<file path="config.mk">
export PLATFORM = sky130hd
export DESIGN_NAME = pc_test_monitor_flat
export DESIGN_NICKNAME = d
export VERILOG_FILES = /design/src/rtl/test_mon_pkg.sv /design/src/rtl/pc_test_monitor_if.sv /design/src/rtl/test_mon_match.sv /design/src/rtl/pc_test_monitor.sv /design/src/flat_wrapper.sv
export SDC_FILE = /design/constraint.sdc
export NUM_CORES = 1
export LEC_CHECK = 0
export CAP_MARGIN = 10
export CORE_ASPECT_RATIO = 0.5
export CORE_MARGIN = 3
export CORE_UTILIZATION = 25
export CTS_CLUSTER_SIZE = 14
export DETAILED_ROUTE_END_ITERATION = 10
export PLACE_DENSITY = 0.51
export SETUP_SLACK_MARGIN = 0.1
export SYNTH_ARGS = -nofsm -noshare
export SYNTH_HDL_FRONTEND = slang
export SYNTH_HIERARCHICAL = 1
export SYNTH_SLANG_ARGS = --single-unit
export TNS_END_PERCENT = 10
</file>
<file path="constraint.sdc">
create_clock -name clk -period 5.81 [get_ports clk]
set_input_delay 0.8715 -clock clk [delete_from_list [all_inputs] [get_ports clk]]
set_output_delay 0.8715 -clock clk [all_outputs]
set_load 0.05 [all_outputs]
</file>
<file path="src/rtl/test_mon_pkg.sv">
// Shared encodings for the end-of-test PC monitor.
package test_mon_pkg;

    // Verdict / state encoding as seen on status_o.
    localparam logic [2:0] ST_IDLE    = 3'd0;
    localparam logic [2:0] ST_RUN     = 3'd1;
    localparam logic [2:0] ST_PASS    = 3'd2;
    localparam logic [2:0] ST_FAIL    = 3'd3;
    localparam logic [2:0] ST_TIMEOUT = 3'd4;
    localparam logic [2:0] ST_HANG    = 3'd5;

    // Watch-slot kinds.
    localparam logic [1:0] WK_OFF   = 2'b00;
    localparam logic [1:0] WK_PASS  = 2'b01;
    localparam logic [1:0] WK_FAIL  = 2'b10;
    localparam logic [1:0] WK_CHECK = 2'b11;

    typedef enum logic [2:0] {
        StIdle    = ST_IDLE,
        StRun     = ST_RUN,
        StPass    = ST_PASS,
        StFail    = ST_FAIL,
        StTimeout = ST_TIMEOUT,
        StHang    = ST_HANG
    } mon_state_e;

    // Width of a slot index; never narrower than one bit.
    function automatic int unsigned slot_width(input int unsigned n);
        return (n <= 1) ? 1 : $clog2(n);
    endfunction

endpackage

</file>
<file path="src/rtl/pc_test_monitor_if.sv">
// Fetch-stream bundle observed by the monitor: current PC and fetch-accept strobe.
interface pc_test_monitor_if #(
    parameter int unsigned ADDR_W = 32
) ();
    logic [ADDR_W-1:0] pc_i;
    logic              fetch_i;

    modport master (output pc_i, output fetch_i);
    modport slave  (input  pc_i, input  fetch_i);
endinterface

</file>
<file path="src/rtl/test_mon_match.sv">
// Combinational priority matcher: lowest-index enabled slot whose address equals the PC.
module test_mon_match
    import test_mon_pkg::*;
#(
    parameter int unsigned ADDR_W    = 32,
    parameter int unsigned NUM_WATCH = 4,
    parameter int unsigned SLOT_W    = slot_width(NUM_WATCH)
) (
    input  logic [ADDR_W-1:0]           pc_i,
    input  logic [NUM_WATCH*ADDR_W-1:0] watch_addr_i,
    input  logic [NUM_WATCH*2-1:0]      watch_kind_i,
    output logic                        hit_o,
    output logic [SLOT_W-1:0]           slot_o,
    output logic [1:0]                  kind_o
);

    // Scan from the top down so the lowest matching index is the last writer.
    always_comb begin
        hit_o  = 1'b0;
        slot_o = '0;
        kind_o = WK_OFF;
        for (int k = NUM_WATCH - 1; k >= 0; k--) begin
            if (watch_kind_i[2*k +: 2] != WK_OFF &&
                watch_addr_i[k*ADDR_W +: ADDR_W] == pc_i) begin
                hit_o  = 1'b1;
                slot_o = SLOT_W'(k);
                kind_o = watch_kind_i[2*k +: 2];
            end
        end
    end

endmodule

</file>
<file path="src/rtl/pc_test_monitor.sv">
// End-of-test monitor: watches the fetch PC stream and latches a single verdict.
module pc_test_monitor
    import test_mon_pkg::*;
#(
    parameter int unsigned ADDR_W     = 32,
    parameter int unsigned NUM_WATCH  = 4,
    parameter int unsigned CYCLE_W    = 32,
    parameter int unsigned TIMEOUT    = 2000,
    parameter int unsigned HANG_LIMIT = 64
) (
    input  logic                                clk,
    input  logic                                rst,
    input  logic                                enable_i,
    pc_test_monitor_if.slave                    fetch_io,
    input  logic [NUM_WATCH*ADDR_W-1:0]         watch_addr_i,
    input  logic [NUM_WATCH*2-1:0]              watch_kind_i,
    input  logic [31:0]                         chk_value_i,
    input  logic [31:0]                         chk_expect_i,
    output logic                                done_o,
    output logic [2:0]                          status_o,
    output logic [CYCLE_W-1:0]                  cycles_o,
    output logic [CYCLE_W-1:0]                  fetches_o,
    output logic [ADDR_W-1:0]                   end_pc_o,
    output logic [slot_width(NUM_WATCH)-1:0]    hit_slot_o
);

    localparam int unsigned SLOT_W = slot_width(NUM_WATCH);
    // Compare values are only consulted when the matching limit is non-zero.
    localparam logic [CYCLE_W-1:0] TIMEOUT_LAST = CYCLE_W'(TIMEOUT - 1);
    localparam logic [CYCLE_W-1:0] HANG_LAST    = CYCLE_W'(HANG_LIMIT - 1);

    mon_state_e          state_q, state_d;
    logic                done_q, done_d;
    logic [CYCLE_W-1:0]  cycles_q, cycles_d;
    logic [CYCLE_W-1:0]  fetches_q, fetches_d;
    logic [CYCLE_W-1:0]  same_cnt_q, same_cnt_d;
    logic [ADDR_W-1:0]   last_pc_q, last_pc_d;
    logic [ADDR_W-1:0]   end_pc_q, end_pc_d;
    logic [SLOT_W-1:0]   hit_slot_q, hit_slot_d;

    logic [ADDR_W-1:0]   pc;
    logic                fetch;
    logic                pc_changed;
    logic                match_hit;
    logic [SLOT_W-1:0]   match_slot;
    logic [1:0]          match_kind;
    mon_state_e          hit_state;
    logic                hang_now;
    logic                timeout_now;

    assign pc    = fetch_io.pc_i;
    assign fetch = fetch_io.fetch_i;

    // last_pc_q is held at 0 in IDLE, so the first RUN cycle is a change iff pc != 0.
    assign pc_changed = (pc != last_pc_q);

    test_mon_match #(
        .ADDR_W    (ADDR_W),
        .NUM_WATCH (NUM_WATCH),
        .SLOT_W    (SLOT_W)
    ) u_match (
        .pc_i         (pc),
        .watch_addr_i (watch_addr_i),
        .watch_kind_i (watch_kind_i),
        .hit_o        (match_hit),
        .slot_o       (match_slot),
        .kind_o       (match_kind)
    );

    // Verdict implied by the winning slot's kind.
    always_comb begin
        hit_state = StFail;
        case (match_kind)
            WK_PASS:  hit_state = StPass;
            WK_FAIL:  hit_state = StFail;
            WK_CHECK: hit_state = (chk_value_i == chk_expect_i) ? StPass : StFail;
            default:  hit_state = StFail;
        endcase
    end

    assign hang_now    = (HANG_LIMIT != 0) && !pc_changed && (same_cnt_q == HANG_LAST);
    assign timeout_now = (TIMEOUT != 0) && (cycles_q == TIMEOUT_LAST);

    // Next-state: FSM, counters and verdict capture.
    always_comb begin
        state_d    = state_q;
        cycles_d   = cycles_q;
        fetches_d  = fetches_q;
        same_cnt_d = same_cnt_q;
        last_pc_d  = last_pc_q;
        end_pc_d   = end_pc_q;
        hit_slot_d = hit_slot_q;

        case (state_q)
            StIdle: begin
                cycles_d   = '0;
                fetches_d  = '0;
                same_cnt_d = '0;
                last_pc_d  = '0;
                if (enable_i) begin
                    state_d = StRun;
                end
            end
            StRun: begin
                last_pc_d = pc;
                if (pc_changed) begin
                    same_cnt_d = '0;
                end else if (same_cnt_q != '1) begin
                    same_cnt_d = same_cnt_q + CYCLE_W'(1);
                end
                // The terminal-entry cycle is still a RUN cycle and is counted.
                if (cycles_q != '1) begin
                    cycles_d = cycles_q + CYCLE_W'(1);
                end
                if (fetch && fetches_q != '1) begin
                    fetches_d = fetches_q + CYCLE_W'(1);
                end
                if (pc_changed && match_hit) begin
                    state_d    = hit_state;
                    end_pc_d   = pc;
                    hit_slot_d = match_slot;
                end else if (hang_now) begin
                    state_d    = StHang;
                    end_pc_d   = pc;
                    hit_slot_d = '0;
                end else if (timeout_now) begin
                    state_d    = StTimeout;
                    end_pc_d   = pc;
                    hit_slot_d = '0;
                end
            end
            default: begin
                // Terminal verdicts hold until reset.
            end
        endcase

        done_d = (state_d != StIdle) && (state_d != StRun);
    end

    // State register with synchronous active-low reset.
    always_ff @(posedge clk) begin
        if (!rst) begin
            state_q    <= StIdle;
            done_q     <= 1'b0;
            cycles_q   <= '0;
            fetches_q  <= '0;
            same_cnt_q <= '0;
            last_pc_q  <= '0;
            end_pc_q   <= '0;
            hit_slot_q <= '0;
        end else begin
            state_q    <= state_d;
            done_q     <= done_d;
            cycles_q   <= cycles_d;
            fetches_q  <= fetches_d;
            same_cnt_q <= same_cnt_d;
            last_pc_q  <= last_pc_d;
            end_pc_q   <= end_pc_d;
            hit_slot_q <= hit_slot_d;
        end
    end

    assign done_o     = done_q;
    assign status_o   = state_q;
    assign cycles_o   = cycles_q;
    assign fetches_o  = fetches_q;
    assign end_pc_o   = end_pc_q;
    assign hit_slot_o = hit_slot_q;

endmodule
</file>
<file path="src/flat_wrapper.sv">
// flat-port wrapper written by rule: the top's interface ports become plain ports
module pc_test_monitor_flat import test_mon_pkg::*;
#(
    parameter int unsigned ADDR_W     = 32,
    parameter int unsigned NUM_WATCH  = 4,
    parameter int unsigned CYCLE_W    = 32,
    parameter int unsigned TIMEOUT    = 2000,
    parameter int unsigned HANG_LIMIT = 64
)
  (clk, rst, enable_i, watch_addr_i, watch_kind_i, chk_value_i, chk_expect_i, done_o, status_o, cycles_o, fetches_o, end_pc_o, hit_slot_o, fetch_io_pc_i, fetch_io_fetch_i);
  pc_test_monitor_if #(.ADDR_W(ADDR_W)) fetch_io_i ();
  input  logic clk;
  input  logic rst;
  input  logic enable_i;
  input  logic [NUM_WATCH*ADDR_W-1:0] watch_addr_i;
  input  logic [NUM_WATCH*2-1:0] watch_kind_i;
  input  logic [31:0] chk_value_i;
  input  logic [31:0] chk_expect_i;
  output logic done_o;
  output logic [2:0] status_o;
  output logic [CYCLE_W-1:0] cycles_o;
  output logic [CYCLE_W-1:0] fetches_o;
  output logic [ADDR_W-1:0] end_pc_o;
  output logic [slot_width(NUM_WATCH)-1:0] hit_slot_o;
  input wire logic [$bits(fetch_io_i.pc_i)-1:0] fetch_io_pc_i;
  input wire logic [$bits(fetch_io_i.fetch_i)-1:0] fetch_io_fetch_i;
  assign fetch_io_i.pc_i = fetch_io_pc_i;
  assign fetch_io_i.fetch_i = fetch_io_fetch_i;
  pc_test_monitor #(.ADDR_W(ADDR_W), .NUM_WATCH(NUM_WATCH), .CYCLE_W(CYCLE_W), .TIMEOUT(TIMEOUT), .HANG_LIMIT(HANG_LIMIT)) u_core (.clk(clk), .rst(rst), .enable_i(enable_i), .fetch_io(fetch_io_i), .watch_addr_i(watch_addr_i), .watch_kind_i(watch_kind_i), .chk_value_i(chk_value_i), .chk_expect_i(chk_expect_i), .done_o(done_o), .status_o(status_o), .cycles_o(cycles_o), .fetches_o(fetches_o), .end_pc_o(end_pc_o), .hit_slot_o(hit_slot_o));
endmodule
</file>
==> impl_metrics.env <==
export IMPL_status="completed"
export IMPL_drt_wirelength_per_cell_um=20.49
export IMPL_synth_fp_nets=1502
export IMPL_total_power_mw=2.849
export IMPL_synth_async_sr_flop_share_pct=0
export IMPL_netlist_area_leader_share_pct=31.72
export IMPL_via_per_inst=4.921
export IMPL_yosysWarnings=6
export IMPL_dr_pass1_iters=5
export IMPL_dr_total_vias=10404
export IMPL_core_area_um2=40860
export IMPL_fp_row_count=52
export IMPL_clk_path_buf_depth=2
export IMPL_die_w_um=295.5
export IMPL_syn_area_um2=10480
export IMPL_clk_pin_slew_ns=0.07
export IMPL_place_gp_congestion=0.8265
export IMPL_drive_gt1_share_pct=5.654
export IMPL_yosys_area_top_type="dfxtp_1"
export IMPL_end_kind="flip-flop"
export IMPL_grt_met1_usage_pct=24.48
export IMPL_grt_max_degree=61
export IMPL_stdcell_count=2114
export IMPL_post_place_cells=2083
export IMPL_synth_seq_area_share_pct=31.72
export IMPL_hp_start="u_core/end_pc_o[16]"
export IMPL_clock_skew_ns=0.01035
export IMPL_grtUsageMet2_pct=33.80
export IMPL_groute_layer_met3_usage_pct=2.624
export IMPL_cts_resized=0
export IMPL_reg2reg_to="u_core/same_cnt_q[17]"
export IMPL_layout_setup_ws_ns=1.784
export IMPL_worstSetupStartpoint="fetch_io_pc_i[13]"
export IMPL_worstPathRequired_ns=6.14
export IMPL_timing_rr_start="u_core/status_o[0]"
export IMPL_clk_latency_ns=0.45
export IMPL_route_detailed_drc=0
export IMPL_max_freq_mhz=248.4
export IMPL_h_tree_depth=4
export IMPL_min_path_type="reg -> reg"
export IMPL_synth_edf_count=0
export IMPL_cts_tree="yes"
export IMPL_peakVddDrop_v=0.0001620
export IMPL_tightest_slew_ns=0.8816
export IMPL_fin_hold_ws_ns=0.4592
export IMPL_post_route_util_pct=36.23
export IMPL_crit_type="in -> reg"
export IMPL_period_share_pct=69.29
export IMPL_dp_hpwl_mm=32.68
export IMPL_post_dp_cell_area_um2=14240
export IMPL_drv_cap=0
export IMPL_ys_seq_elements=166
export IMPL_cts_made_buffers=17
export IMPL_setup_violations=0
export IMPL_netlist_top_cells_count="dfxtp_1 (166), xnor2_1 (142), nand2_1 (117)"
export IMPL_ys_top_cells_by_area="dfxtp_1 (32%), xnor2_1 (12%), xor2_1 (7.3%)"
export IMPL_crit_fanout=34
export IMPL_stdcell_area_um2=14800
export IMPL_grt_overflow_total=0
export IMPL_cts_root_buf="clkbuf_16"
export IMPL_drtAntennaViolNets=0
export IMPL_antenna_found_initial=0
export IMPL_rr_worst_depth=5
export IMPL_critPathLaunchType="input port"
export IMPL_portBuffers=337
export IMPL_hold_path_depth=2
export IMPL_r2r_slack_ns=2.86
export IMPL_min_to="u_core/end_pc_o[16]"
export IMPL_nNetsFinal=1801
export IMPL_start_util_pct=25.64
export IMPL_fin_crit_ns=4.026
export IMPL_p_leak_nw=5.192
export IMPL_syn_avg_cell_area_um2=8.296
export IMPL_rsz0062_at_grt="no"
export IMPL_n_antenna_cell=0
export IMPL_io_pins=338
export IMPL_powerDensity_nw_per_um2=192.5
export IMPL_drtIter0Drc=846
export IMPL_fin_tns_setup_ns=0
export IMPL_syn_to_final_growth_pct=41.27
export IMPL_synth_flop_cell="dfxtp_1"
export IMPL_critical_path_arrival_ns=4.36
export IMPL_grt_busiest_layer="met2"
export IMPL_synthDistinctLibCells=73
export IMPL_grt_util_all_layers_pct=18.97
export IMPL_finalMaxSlewViolations=0
export IMPL_wl_mm=43.31
export IMPL_post_cts_setup_buffers=0
export IMPL_synthCells=1263
export IMPL_die_area_um2=44550
export IMPL_ctsHoldBuffers=0
export IMPL_maxSlewHeadroom_pct=40.68
export IMPL_dp_slack_ns=1.410
export IMPL_yosys_cell_count_top_type="dfxtp_1"
export IMPL_cts_sinks=166
export IMPL_hold_viol=0
export IMPL_grt_pass1_vias=10081
export IMPL_die_h_um=150.8
export IMPL_grt_pass1_wl_mm=63.60
[critical path: stages]
cell and delay [ns]:
clkdlybuf4s50_1 0.72, xnor2_1 0.39, nand4_1 0.14, nor4_1 0.75
and3_1 0.32, nor2_1 0.07, nand2_1 0.22, o211a_4 0.24
nor2b_4 0.04, buf_4 0.30, a32o_1 0.29
[logic make-up (layout without fill, tap and decap cells)]
family          after synthesis  count (layout)  share of synthesized area, %
fa+ha+maj                     3               3                        0.3583
compound gates              188             188                         11.87
xor+xnor                    231             231                         19.45
mux                          35              35                         3.344
simple gates                551             551                         28.92
buf+inv                      89             400                         4.335
flops                       166             166                         31.72
[placed cells by master (no fill, tap or decap), drive strengths merged, types with 31 or more instances in the layout]
master and instances:
a21oi 67, dfxtp 166, nand2 117, o21ai 39, and3 43, xor2 87, mux2i 35, nor3 31
xnor2 144, nor2 105, nor4 48, nand4 72, nand3 58, clkdlybuf4s50 336
[area by class of cell]
cell class / count / area (µm²)
Inverter: 24 / 90.09
Tap cell: 540 / 675.6
Sequential cell: 166 / 3324
Multi-Input combinational cell: 1008 / 6719
Clock inverter: 11 / 115.1
Fill cell: 4297 / 26060
Timing Repair Buffer: 345 / 3431
Clock buffer: 20 / 446.7
[how the worst max path moves through the flow]
stage	end	cells after the start
2_1_floorplan	u_core/end_pc_o[10]	12
3_3_place_gp	u_core/hit_slot_o[0]	11
3_5_place_dp	u_core/hit_slot_o[1]	11
4_1_cts	u_core/hit_slot_o[0]	11
5_1_grt	u_core/hit_slot_o[0]	11
6_report	u_core/hit_slot_o[1]	11
[routing by layer]
| metal | share of wire [%] | wire, µm |
|---|---|---|
| met5 | 0 | 0 |
| met4 | 1.2 | 499 |
| met3 | 3.7 | 1618 |
| met2 | 52 | 22330 |
| met1 | 44 | 18860 |
[flip-flops by register name, summed over array words and instances, names as in the netlist]
signal / flops
u_core/cycles_o: 32
u_core/hit_slot_o: 2
u_core/done_o: 1
u_core/fetches_o: 32
u_core/same_cnt_q: 32
u_core/status_o: 3
u_core/end_pc_o: 32
u_core/last_pc_q: 32
[where the power goes]
group / switching, mW / leakage (nW) / internal [mW]
Sequential: 0.0281 / 1.34 / 1.16
Combinational: 0.257 / 3.58 / 0.268
Clock: 0.529 / 0.274 / 0.610
No activity file was read; power rests on OpenSTA's default activity.
